$ cat config.mk
export PLATFORM = sky130hd
export DESIGN_NAME = id_hazard_sched
export DESIGN_NICKNAME = d
export VERILOG_FILES = /design/src/rtl/id_hazard_sched.sv
export SDC_FILE = /design/constraint.sdc
export NUM_CORES = 1
export LEC_CHECK = 0
export CORE_UTILIZATION = 51
export DETAILED_ROUTE_END_ITERATION = 16
export GPL_TIMING_DRIVEN = 0
export PLACE_DENSITY = 0.81
export RECOVER_POWER = 25
export SYNTH_ARGS = -nofsm -noshare
export SYNTH_HDL_FRONTEND = slang
export SYNTH_SLANG_ARGS = --single-unit
$ cat constraint.sdc
create_clock -name clk -period 10.5 [get_ports clk]
set_clock_uncertainty 0.1 [all_clocks]
set_input_delay 3.15 -clock clk [delete_from_list [all_inputs] [get_ports clk]]
set_output_delay 3.15 -clock clk [all_outputs]
set_load 0.03 [all_outputs]
$ cat src/rtl/id_hazard_sched.sv
// Scoreboard hazard scheduler for the ID-stage branch comparator: stall, forwarding selects, branch strobe.
// Zero-latency combinational decisions; a stall holds ID and loads a bubble into E. Optional HAZARD_STALL_CNT_EN adds counters.
module id_hazard_sched #(
   parameter int REG_AW = 5,
   parameter int TNEW_W = 2
) (
   input  logic              clk,
   input  logic              reset_n,
   input  logic              id_valid,
   input  logic              id_is_branch,
   input  logic [2:0]        id_cmp_op,
   input  logic [REG_AW-1:0] id_rs,
   input  logic [REG_AW-1:0] id_rt,
   input  logic [TNEW_W-1:0] id_rs_tuse,
   input  logic [TNEW_W-1:0] id_rt_tuse,
   input  logic              id_rs_used,
   input  logic              id_rt_used,
   input  logic              id_wr_en,
   input  logic [REG_AW-1:0] id_rd,
   input  logic [TNEW_W-1:0] id_tnew,
   input  logic              cmp_out,
   output logic              stall,
   output logic [1:0]        fwd_sel_rs,
   output logic [1:0]        fwd_sel_rt,
   output logic [2:0]        cmp_op,
   output logic              branch_taken
`ifdef HAZARD_STALL_CNT_EN
   ,
   output logic [31:0]       stall_cnt,
   output logic [31:0]       branch_cnt
`endif
);

   typedef struct packed {
      logic              vld;
      logic [REG_AW-1:0] rd;
      logic [TNEW_W-1:0] tnew;
   } slot_t;

   localparam logic [TNEW_W-1:0] TNEW_MAX = TNEW_W'(2);

   slot_t e_slot, m_slot, w_slot;

   function automatic logic [TNEW_W-1:0] dec_sat(input logic [TNEW_W-1:0] t);
      return (t == '0) ? '0 : t - TNEW_W'(1);
   endfunction

   // Returns {hazard, fwd_sel}; the youngest match decides the select, any unready match stalls.
   function automatic logic [2:0] resolve(input logic used, input logic [REG_AW-1:0] r,
                                          input logic [TNEW_W-1:0] tuse,
                                          input slot_t e, input slot_t m, input slot_t w);
      logic me, mm, mw, hz;
      logic [1:0] sel;
      me  = used & e.vld & (e.rd == r) & (r != '0);
      mm  = used & m.vld & (m.rd == r) & (r != '0);
      mw  = used & w.vld & (w.rd == r) & (r != '0);
      hz  = (me & (e.tnew > tuse)) | (mm & (m.tnew > tuse)) | (mw & (w.tnew > tuse));
      sel = 2'd0;
      if (me)      sel = (e.tnew == '0) ? 2'd1 : 2'd0;
      else if (mm) sel = (m.tnew == '0) ? 2'd2 : 2'd0;
      else if (mw) sel = (w.tnew == '0) ? 2'd3 : 2'd0;
      return {hz, sel};
   endfunction

   logic [2:0]        rs_res, rt_res;
   logic              issue;
   logic [TNEW_W-1:0] tnew_cap;

   always_comb begin
      rs_res       = resolve(id_rs_used, id_rs, id_rs_tuse, e_slot, m_slot, w_slot);
      rt_res       = resolve(id_rt_used, id_rt, id_rt_tuse, e_slot, m_slot, w_slot);
      stall        = id_valid & (rs_res[2] | rt_res[2]);
      fwd_sel_rs   = rs_res[1:0];
      fwd_sel_rt   = rt_res[1:0];
      cmp_op       = (id_valid & id_is_branch) ? id_cmp_op : 3'b000;
      branch_taken = id_valid & id_is_branch & ~stall & cmp_out;
      issue        = id_valid & ~stall & id_wr_en & (id_rd != '0);
      tnew_cap     = (id_tnew > TNEW_MAX) ? TNEW_MAX : id_tnew;
   end

   // A stalled cycle pushes a bubble into E while M and W keep draining.
   always_ff @(posedge clk or negedge reset_n) begin
      if (!reset_n) begin
         e_slot <= '0;
         m_slot <= '0;
         w_slot <= '0;
      end else begin
         e_slot <= '{vld: issue, rd: id_rd, tnew: tnew_cap};
         m_slot <= '{vld: e_slot.vld, rd: e_slot.rd, tnew: dec_sat(e_slot.tnew)};
         w_slot <= '{vld: m_slot.vld, rd: m_slot.rd, tnew: dec_sat(m_slot.tnew)};
      end
   end

`ifdef HAZARD_STALL_CNT_EN
   always_ff @(posedge clk or negedge reset_n) begin
      if (!reset_n) begin
         stall_cnt  <= '0;
         branch_cnt <= '0;
      end else begin
         if (stall)        stall_cnt  <= stall_cnt + 32'd1;
         if (branch_taken) branch_cnt <= branch_cnt + 32'd1;
      end
   end
`endif

endmodule

==> results.tsv <==
stage	metric	value	unit
sta	hold_viol	0	
critical_path	endpoint_kind	primary output	
logic_synthesis	synth_fa_ha_area_frac	0.104	
power_and_ir_drop	power.total	0.214	mW
critical_path	crit_fanout	5	
floorplanning	die-width	55.3	um
logic_synthesis	yosysWarnings	0	
detailed_routing	postRouteWirelength	3.38	mm
detailed_routing	drtIter0Drc	32	
power_and_ir_drop	power_density	110	nW/um^2
sta	setup_tns	0	ns
sta	slew_headroom	0.301	
final_layout	antenna_cells	0	
critical_path	startpoint_type	input pin	
critical_path	crit_top_cell	clkdlybuf4s50_1	
sta	rsz0062_at_grt	no	
detailed_routing	via_per_inst	5.67	
clock_tree	cts-root-buf	clkbuf_4	
logic_synthesis	syn-mean-instance-area	10.3	um^2
critical_path	critPathMaxStageDelay	0.70	ns
floorplanning	initial_utilization	0.560	
power_and_ir_drop	ir_worst_vdd	0.124	mV
critical_path	worstPathArrival	6.11	ns
floorplanning	ios	41	
placed_design	dp_cells	211	
detailed_routing	drc	0	
final_layout	finalNonFillerCells	215	
placed_design	dp_hpwl	2.81	mm
clock_tree	cts_max_level	1	
logic_synthesis	synth_edf_count	0	
floorplanning	die-height	55.3	um
flow_run	maxCapViolations	0	
clock_tree	clockBufferDepth	2	
critical_path	path_cells	clkdlybuf4s50_1, or4_1, o21ai_2, nor4_1, or4_4, nor3_1, clkdlybuf4s50_1	
final_layout	fin_nets	230	
final_layout	fin_area	1940	um^2
power_and_ir_drop	p_seq_frac	0.475	
logic_synthesis	synthesis.nets	185	
clock_tree	cts_setup_buffers	0	
final_layout	drive_above_1_share	0.0486	
clock_tree	clkTransAtPathRegs	0.13	ns
sta	setup_violations	0	
critical_path	worstPathRequired	7.25	ns
placed_design	gp_congestion	0.895	
final_layout	synthToLayoutAreaGrowth	33.8	%
clock_tree	cts_tree	done	
power_and_ir_drop	p_sw	0.0538	mW
global_route	grt_max_degree	25	
power_and_ir_drop	intPower	0.160	mW
floorplanning	dieArea	3060	um^2
placed_design	place_area	1890	um^2
logic_synthesis	synth_compound_gate_area_share	0.0578	
critical_path	crit_path_top_delay_cell	clkdlybuf4s50_1	
placed_design	port_buffers	40	
run_status	outcome	finished clean	
power_and_ir_drop	netSwitchingFraction	0.251	
floorplanning	core	2590	um^2
logic_synthesis	synth.cell_area	1450	um^2
power_and_ir_drop	clkPwrFrac	0.315	
sta	fin_crit_sh	0.891	
global_route	overflow	0	
sta	slew_viol_final	0	
clock_tree	cts_buffers	3	
clock_tree	clkLatencyLatePin	0.32	ns
clock_tree	cts_hold_buf	0	
logic_synthesis	synth-simple-area-share	0.214	
critical_path	path_class	in2out	
global_route	track_usage	0.247	
sta	worst_pin_slew	1.05	ns
sta	period_needed	9.36	ns
critical_path	r2r_setup_slack	8.47	ns
power_and_ir_drop	p_leak	0.797	nW
detailed_routing	firstDrtPassIters	4	
clock_tree	cts.repair.resized	0	
global_route	grt_pass1_wl	5.90	mm
logic_synthesis	syn_inst	141	
power_and_ir_drop	comb_power_share	0.210	
logic_synthesis	synth_top_family_by_area	simple AND/OR/NAND/NOR gates	
logic_synthesis	synth_xor_area_frac	0.181	
logic_synthesis	synth_seq_cells	24	
global_route	grt_pass1_vias	1349	
floorplanning	row_count	18	
logic_synthesis	ys_types	28	
sta	fmax	107	MHz
logic_synthesis	ys_async_sr_fraction	1.00	
detailed_routing	vias	1218	
detailed_routing	drtAntennaViolNets	0	
logic_synthesis	yosysSeqAreaShare	0.414	
final_layout	final_util	0.749	
global_route	antenna_found_initial	0	
clock_tree	cts_sinks	24	
detailed_routing	wire_per_inst	15.7	um
logic_synthesis	synth_top_flop_cell	dfrtp_1	
min_path	hold_path.class	reg2reg	
logic_synthesis	synthMuxAreaShare	0.0138	
[sequential cells by signal (all words and copies together), names as in the netlist]
register,flops
m_slot,8
w_slot,8
e_slot,8
[kinds of logic after synthesis]
logic type,count (synthesis)
simple gates,54
xor+xnor,30
buf+inv,6
flops,24
mux,2
fa+ha+maj,12
compound gates,13
[cell type report]
class	instances	area, um^2
Tap cell	30	37.5
Timing Repair Buffer	40	400
Clock inverter	1	30.0
Multi-Input combinational cell	111	827
Clock buffer	3	22.5
Inverter	5	18.8
Buffer	1	3.75
Sequential cell	24	601
Fill cell	195	649
[routing by layer]
metal,vias to the layer above,share of wire,global-route usage
met5,-,0,0
met3,11,0.044,0.0281
li1,585,-,-
met2,49,0.50,0.423
met4,0,0.026,0.125
met1,573,0.43,0.306
[layout by cell type (no fill, tap or decap), types with 5 or more instances in the layout]
master           netlist  final
nor2b_1                9      9
dfrtp_1               24     24
o21ai_0                6      6
ha_1                  12     12
xnor2_1               26     26
nor4_1                 5      5
or4_1                  5      5
inv_1                  5      5
nand4_1                6      6
nand2_1               12     12
clkdlybuf4s50_1        0     40
[power by group through the flow]
| stage | Combinational [mW] | Sequential, mW | Clock, mW |
|---|---|---|---|
| final | 0.0450 | 0.102 | 0.0674 |
| after global routing | 0.0498 | 0.102 | 0.0715 |
| after CTS | 0.0451 | 0.102 | 0.0675 |
| after detailed placement | 0.0449 | 0.103 | 0 |
| after global placement | 0.0429 | 0.103 | 0 |
| after floorplan | 0.0221 | 0.102 | 0 |
[critical path: cells and delay by family]
kind / cells / cell delay (ns)
AO/OA/AOI/OAI: 1 / 0.25
AND/OR/NAND/NOR: 4 / 1.46
buffers and inverters: 2 / 1.24
[per-stage QoR]
step / setup slack [ns] / hold WS, ns
CTS: 1.14 / 0.329
finish: 1.14 / 0.333
global route: 1.04 / 0.346
detailed placement: 1.14 / 0.300
floorplan: 2.06 / 0.273
global placement: 1.19 / 0.292
[cells in the mapped netlist (all sizes together), types with 3 or more instances]
cell / count / area [um^2]
o21ai: 8 / 47.6
ha: 12 / 150
xor2: 4 / 35.0
xnor2: 26 / 228
nor2b: 9 / 56.3
nand4: 6 / 37.5
or4: 6 / 48.8
inv: 5 / 18.8
nor3: 4 / 20.0
dfrtp: 24 / 601
nand2: 12 / 45.0
and3: 3 / 18.8
nor4: 5 / 31.3
[worst paths after layout]
path	endpoint	depth (start not counted)	startpoint
worst max-delay path	branch_taken	7	id_rt[1]
worst max register to register	e_slot[7]	6	m_slot[1]
min in group asynchronous	w_slot[4]	1	reset_n
worst min register to register	m_slot[7]	0	e_slot[7]
max in group asynchronous	m_slot[1]	1	reset_n
worst min-delay path	m_slot[7]	0	e_slot[7]
No activity file was read; power rests on OpenSTA's default activity.
